$ cat config.mk
export PLATFORM = sky130hd
export DESIGN_NAME = reg_write_arbiter
export DESIGN_NICKNAME = d
export VERILOG_FILES = /design/src/rtl/reg_write_arbiter.sv
export SDC_FILE = /design/constraint.sdc
export NUM_CORES = 1
export LEC_CHECK = 0
export ABC_AREA = 1
export BUFFER_PORTS_ARGS = -buffer_cell sky130_fd_sc_hd__buf_2
export CORE_UTILIZATION = 30
export DETAILED_ROUTE_END_ITERATION = 8
export GPL_ROUTABILITY_DRIVEN = 0
export GPL_TIMING_DRIVEN = 0
export PLACE_DENSITY = 0.57
export SYNTH_ARGS = -nofsm -noshare
export SYNTH_HDL_FRONTEND = slang
export SYNTH_SLANG_ARGS = --single-unit
$ cat constraint.sdc
create_clock -name clk -period 2.3 [get_ports clk]
set_input_delay 0.345 -clock clk [delete_from_list [all_inputs] [get_ports clk]]
set_output_delay 0.345 -clock clk [all_outputs]
set_load 0.05 [all_outputs]
$ cat src/rtl/reg_write_arbiter.sv
// rtl/reg_write_arbiter.sv - round-robin arbiter granting one write-enabled register to N requesters
// Optional back-to-back locked writes are compiled in with `define REG_ARB_LOCK_EN.
module reg_write_arbiter #(
    parameter int W        = 4,
    parameter int N        = 4,
    parameter int IW       = 2,
    parameter int MAX_LOCK = 4
) (
    input  logic           clk,
    input  logic           reset,
    input  logic [N-1:0]   req,
    input  logic [N*W-1:0] data_in,
    input  logic [N-1:0]   lock,
    output logic           we,
    output logic [W-1:0]   load,
    output logic [N-1:0]   ack,
    output logic [IW-1:0]  grant_id,
    output logic           busy
);

    typedef enum logic {
        IDLE  = 1'b0,
        GRANT = 1'b1
    } state_t;

    state_t              state_q, state_d;
    logic [IW-1:0]       rr_ptr_q, rr_ptr_d;
    logic [IW-1:0]       grant_id_q, grant_id_d;
    logic [W-1:0]        load_q, load_d;

    logic [N-1:0][W-1:0] data_arr;
    logic                found;
    logic [IW-1:0]       winner;
    logic [IW:0]         idx;
    logic [IW:0]         next_ptr;

    assign data_arr = data_in;

`ifdef REG_ARB_LOCK_EN
    localparam int LCW = (MAX_LOCK > 1) ? $clog2(MAX_LOCK) : 1;
    logic [LCW-1:0] lock_cnt_q, lock_cnt_d;
    logic           hold_lock;

    assign hold_lock = req[grant_id_q] && lock[grant_id_q] &&
                       (lock_cnt_q < LCW'(MAX_LOCK - 1));
`else
    logic unused_cfg;
    assign unused_cfg = ^{lock, MAX_LOCK[0]};
`endif

    // Search starts at rr_ptr so the previous owner is always visited last.
    always_comb begin
        found  = 1'b0;
        winner = '0;
        idx    = '0;
        for (int k = 0; k < N; k++) begin
            idx = {1'b0, rr_ptr_q} + (IW+1)'(k);
            if (idx >= (IW+1)'(N)) begin
                idx = idx - (IW+1)'(N);
            end
            if (!found && req[idx[IW-1:0]]) begin
                found  = 1'b1;
                winner = idx[IW-1:0];
            end
        end
    end

    always_comb begin
        next_ptr = {1'b0, grant_id_q} + (IW+1)'(1);
        if (next_ptr >= (IW+1)'(N)) begin
            next_ptr = '0;
        end
    end

    always_ff @(posedge clk) begin
        if (reset) begin
            state_q    <= IDLE;
            rr_ptr_q   <= '0;
            grant_id_q <= '0;
            load_q     <= '0;
`ifdef REG_ARB_LOCK_EN
            lock_cnt_q <= '0;
`endif
        end else begin
            state_q    <= state_d;
            rr_ptr_q   <= rr_ptr_d;
            grant_id_q <= grant_id_d;
            load_q     <= load_d;
`ifdef REG_ARB_LOCK_EN
            lock_cnt_q <= lock_cnt_d;
`endif
        end
    end

    always_comb begin
        state_d    = state_q;
        rr_ptr_d   = rr_ptr_q;
        grant_id_d = grant_id_q;
        load_d     = load_q;
`ifdef REG_ARB_LOCK_EN
        lock_cnt_d = lock_cnt_q;
`endif
        case (state_q)
            IDLE: begin
                if (found) begin
                    load_d     = data_arr[winner];
                    grant_id_d = winner;
                    state_d    = GRANT;
                end
            end
            GRANT: begin
`ifdef REG_ARB_LOCK_EN
                if (hold_lock) begin
                    load_d     = data_arr[grant_id_q];
                    lock_cnt_d = lock_cnt_q + LCW'(1);
                end else begin
                    lock_cnt_d = '0;
                    rr_ptr_d   = next_ptr[IW-1:0];
                    state_d    = IDLE;
                end
`else
                rr_ptr_d = next_ptr[IW-1:0];
                state_d  = IDLE;
`endif
            end
            default: state_d = IDLE;
        endcase
    end

    // Strobes decode from registered state only, so they cannot glitch.
    always_comb begin
        we   = 1'b0;
        busy = 1'b0;
        ack  = '0;
        if (state_q == GRANT) begin
            we              = 1'b1;
            busy            = 1'b1;
            ack[grant_id_q] = 1'b1;
        end
    end

    assign load     = load_q;
    assign grant_id = grant_id_q;

endmodule

==> results.cfg, run 1 <==
[floorplanning]
die_x_um = 55.9
std_cell_rows = 19
start_util_pct = 31.6
design.core.area_mm2 = 0.00276
die_height_um = 55.9
dieArea_mm2 = 0.00313
ios = 38

[synth]
synth_nets = 170
synth_warnings = 0
netlist_instances = 140
netlist_area_um2 = 872
ys_ff_latch = 9
ys_seq_area_share_pct = 20.7
syn_area_per_cell_um2 = 6.23
ys_types = 25

[finish]
final_util_pct = 40.0
layout-drive-gt1-share_pct = 33.3
diodes = 0
final_common_cell = nand2_1
nNetsFinal = 208
final_area_mm2 = 0.00110
layout_common_cells = 59 x nand2_1, 33 x buf_2, 17 x inv_1
synthToLayoutAreaGrowth_pct = 26.4

[drt]
routed_wl_um = 1900
drc = 0
dr.pass1.iters = 4
routed_via_density = 4.45
drtAntennaViolNets = 0
dr_total_vias = 925
first_iter_violations = 39
post_drt_wl_per_cell_um = 9.12

[power_and_ir_drop]
finalPower_uw = 1210
p_per_area_mw_per_mm2 = 1100
leakage_uw = 0.000664
ir_drop_uv = 589

[timing]
hold_violations = 0
setup_viol = 0
fin_setup_tns_ns = 0
worst_slew_pin_slew_ns = 0.266
fmaxAchievable_mhz = 579
max-slew-margin-rel_pct = 82.3
finalCritPeriodShare_pct = 75.1
fin_crit_ns = 1.73
rsz0062_at_grt = no
slew_viol_final = 0
finClkSkew_ns = 0.00681
hold_ws_ns = 0.266

[cts]
ctsHoldBuffers = 0
post_cts_buffers = 0
clkTransAtPathRegs_ns = 0.06
cts_resized = 0
numCtsBuffers = 3
htreeDepth = 1
insertion_delay_ns = 0.26
clock-sinks = 9
root_buffer = clkbuf_4
clockBufferDepth = 2
cts_tree = built

[grt]
grt_pass1_vias = 888
antenna_found_initial = 0
grt.total_usage_pct = 13.9
grt_pass1_wl_um = 3600
overflow = 0
grt_max_degree = 11

[critical_path]
worstSetupEndpointType = flip-flop
crit_top_cell = nand2_1
worstPathArrival_ns = 1.88
critPathSlowestCell = dfxtp_1
crit_path_start_kind = flip-flop
slowest_delay_ns = 0.39
cp_max_fo = 10
path_class = reg -> reg
path_cells = buf_6 -> nand2_2 -> nand3_1 -> nand2_1 -> a21oi_1 -> nand2_1 -> nand2_4 -> inv_1 -> o211ai_1 -> nand2_1
cp.required_ns = 2.45

[placement]
dp_hpwl_um = 1600
place_area_mm2 = 0.00108
io_buffers = 33

[worst_hold_path]
hp-class = in -> reg

[outcome]
status = completed

[flow_run]
cap_violations = 0
[routing by layer]
metal / vias up / global-route usage [%] / part of all wire, %
met2: 27 / 23.8 / 44
met5: - / 0 / 0
met4: 0 / 2.09 / 0
met1: 388 / 17.7 / 51
li1: 510 / - / -
met3: 0 / 4.19 / 5.2
[where the power goes]
group | internal [uW] | total (uW) | switching (uW) | leakage, uW
Combinational | 239 | 833 | 594 | 0.000574
Sequential | 213 | 260 | 47.4 | 0.0000746
Clock | 66.7 | 119 | 52.0 | 0.0000150
Total | 519 | 1210 | 693 | 0.000664
[synthesized netlist by cell type]
| master | number | area, um2 |
|---|---|---|
| dfxtp_1 | 9 | 180 |
| a31oi_1 | 1 | 6.26 |
| nand3_2 | 2 | 20.0 |
| a21oi_2 | 1 | 8.76 |
| nand3_1 | 7 | 35.0 |
| nand2_4 | 3 | 33.8 |
| nand4_1 | 1 | 6.26 |
| a211oi_1 | 1 | 7.51 |
| nand2_1 | 59 | 221 |
| a21oi_1 | 3 | 15.0 |
| buf_6 | 1 | 11.3 |
| o21ai_2 | 1 | 8.76 |
| nand2_2 | 8 | 50.1 |
| buf_4 | 1 | 7.51 |
| o211a_1 | 1 | 10.0 |
| nand3b_1 | 1 | 7.51 |
| nor2_1 | 2 | 7.51 |
| inv_1 | 17 | 63.8 |
| inv_2 | 3 | 11.3 |
| ha_1 | 4 | 50.1 |
| nand3_4 | 1 | 17.5 |
| o21ai_0 | 3 | 15.0 |
| nor2_4 | 2 | 22.5 |
| or2_0 | 4 | 25.0 |
| o211ai_1 | 4 | 30.0 |
[logic make-up after synthesis]
kind of cell             share of synthesized area (%)
adder cells (fa/ha/maj)                           5.74
AO/OA/AOI/OAI                                     11.6
buffers and inverters                             10.8
AND/OR/NAND/NOR                                   51.2
flip-flops                                        20.7
[layout make-up]
class,count,area (um2)
timing repair buffer,33,165
buffer,2,18.8
tap,31,38.8
multi-input combinational,109,598
clock buffer,4,26.3
sequential,9,180
inverter,20,75.1
fill,301,1660
[per-stage QoR]
stage	worst slack, ns	instances
global route	0.356	208
global placement	0.570	204
floorplan	0.641	140
detailed placement	0.552	204
finish	0.573	208
CTS	0.552	208
[flip-flops by register name, summed over array words and instances (netlist names)]
register / count
grant_id: 2
load: 4
rr_ptr_q: 2
state_q: 1
[worst paths after layout]
check / startpoint / endpoint / slack [ns] / cells after the start
worst min register to register: load[1] / load[1] / 0.54 / 4
worst min-delay path: reset / grant_id[1] / 0.27 / 2
worst max register to register: rr_ptr_q[0] / load[1] / 0.57 / 10
worst max-delay path: rr_ptr_q[0] / load[1] / 0.57 / 10
[critical path, delay by kind of cell (launching register included)]
| family | cells | cell delay, ns |
|---|---|---|
| DFF | 1 | 0.39 |
| AOI/OAI and AO/OA | 2 | 0.33 |
| and+or+nand+nor | 6 | 0.64 |
| buffers and inverters | 2 | 0.26 |
(Power assumes the default switching activity.)
==> inputs of run 2 (changes only) <==
==> constraint.sdc (replaced) <==
create_clock -name clk -period 1.63 [get_ports clk]
set_input_delay 0.2445 -clock clk [delete_from_list [all_inputs] [get_ports clk]]
set_output_delay 0.2445 -clock clk [all_outputs]
set_load 0.05 [all_outputs]
==> results.cfg, run 2 (synthesized netlist as in run 1, its figures left out) <==
[critical_path]
cp.required_ns = 1.78
path_class = reg -> reg
timing.rr.start = rr_ptr_q[0]
path_buf_inv = 1
worstSetupEndpointType = flip-flop
r2r_setup_slack_ns = -0.03
crit_top_cell = nand2_1
crit_path_start_kind = flip-flop
startpoint = rr_ptr_q[0]
cp_max_fo = 10
worstPathArrival_ns = 1.81
critPathSlowestCell = dfxtp_4
path_cells = buf_8 -> nand2_1 -> nand2_2 -> nand2_1 -> nand2_2 -> nor2_4 -> nand3_4 -> nand2_4 -> nand2_4 -> or2_0 -> o211ai_1 -> nand2_1
cp_top_family = simple AND/OR/NAND/NOR gates
slowest_delay_ns = 0.36

[drt]
routed_via_density = 4.55
dr.pass1.iters = 3
routed_wl_um = 2090
dr_total_vias = 974
drtAntennaViolNets = 0
first_iter_violations = 22
post_drt_wl_per_cell_um = 9.76
drc = 0

[finish]
nNetsFinal = 214
seq_area_um2 = 186
final_common_cell = nand2_1
final_util_pct = 44.1
layout-drive-gt1-share_pct = 41.5
largest_register_ffs = 4
diodes = 0
layout_common_cells = 54 x nand2_1, 33 x buf_2, 16 x inv_1
final_area_mm2 = 0.00122
synthToLayoutAreaGrowth_pct = 39.5
nFillCells = 294
multi_input_area_um2 = 642

[flow_run]
cap_violations = 0

[timing]
worst_slew_pin_slew_ns = 0.261
slew_viol_final = 0
max-slew-margin-rel_pct = 82.6
fin_setup_tns_ns = -0.0838
hold_violations = 0
rsz0062_at_grt = yes
setup_viol = 4
fin_crit_ns = 1.66
fmaxAchievable_mhz = 602
worst_slack_ns = -0.0307
finClkSkew_ns = 0.00641
finalCritPeriodShare_pct = 102

[grt]
grt_pass1_wl_um = 3820
antenna_found_initial = 0
grt_max_degree = 11
grt_pass1_vias = 932
grt.total_usage_pct = 14.9
overflow = 0

[floorplanning]
std_cell_rows = 19
die_x_um = 55.9
dieArea_mm2 = 0.00313
ios = 38
die_height_um = 55.9
start_util_pct = 31.6
design.core.area_mm2 = 0.00276

[placement]
io_buffers = 33
dp_hpwl_um = 1600
pre_cts_ws_ns = -0.118
place_area_mm2 = 0.00108

[power_and_ir_drop]
netSwitchingFraction_pct = 54.9
p_per_area_mw_per_mm2 = 1580
power_frac_clock_pct = 8.7
pwr-share-seq_pct = 19.7
p_sw_uw = 1060
ir_drop_uv = 934
share_comb_of_total_power_pct = 71.6
p_int_uw = 867
leakage_uw = 0.000707

[cts]
clkTransAtPathRegs_ns = 0.06
clock-sinks = 9
ctsHoldBuffers = 0
numCtsBuffers = 3
cts_tree = built
htreeDepth = 1
clockBufferDepth = 2
insertion_delay_ns = 0.26
root_buffer = clkbuf_4

[worst_hold_path]
hp-class = in -> reg
hp-start = reset

[outcome]
status = complete, but fails checks
violations = negative setup slack
run 2: cell count changes in the layout (fill, tap and decap cells not counted), moves of 2 or more:
cell and delta:
buf_4 +5, nand2_1 -5, dfxtp_1 -3, nand2_2 +3, dfxtp_2 +2, nand2_4 +2
run 2: worst paths after layout:
kind,to,cells past startpoint
min reg2reg,load[1],4
max,load[2],12
max reg2reg,load[2],12
min,grant_id[1],2
run 2: routing by layer:
metal	share of wire [%]	GRT usage [%]	vias up	routed length, um
met1	48	18.3	424	1010
met2	47	26.5	27	979
met3	4.6	4.19	0	96
li1	-	-	523	-
met5	0	0	-	0
met4	0	2.09	0	0
run 2: what timing repair did:
action / CTS / global route
gates resized for setup: 11 / 8
pin swaps: 2 / 3
setup endpoints to repair: 4 / 8
setup buffers: 2 / 4
run 2: power by group through the flow:
stage / combinational, uW / clock (uW) / sequential, uW
2_1_floorplan: 713 / 0 / 603
3_3_place_gp: 1170 / 0 / 372
3_5_place_dp: 1180 / 0 / 374
4_1_cts: 1310 / 176 / 374
5_1_grt: 1510 / 195 / 392
6_report: 1380 / 166 / 380
run 2: metrics by stage:
step	total power [uW]	hold slack [ns]	cells
floorplan	1320	0.323	140
global placement	1540	0.430	204
detailed placement	1560	0.432	204
CTS	1860	0.160	210
global route	2100	0.153	214
finish	1920	0.164	214
run 2: cell type report:
cell class                      instances  share of cell area [%]
Inverter                               20                    6.38
Timing Repair Buffer                   39                    18.3
Buffer                                  2                    1.85
Multi-Input combinational cell        109                    52.8
Tap cell                               31                    3.19
Sequential cell                         9                    15.3
Clock buffer                            4                    2.16
run 2: worst reg2reg max path, stage by stage (launching register included):
cell      delay, ns
dfxtp_4        0.36
buf_8          0.14
nand2_1        0.06
nand2_2        0.08
nand2_1        0.08
nand2_2        0.06
nor2_4         0.13
nand3_4        0.09
nand2_4        0.09
nand2_4        0.08
or2_0          0.22
o211ai_1       0.10
nand2_1        0.07
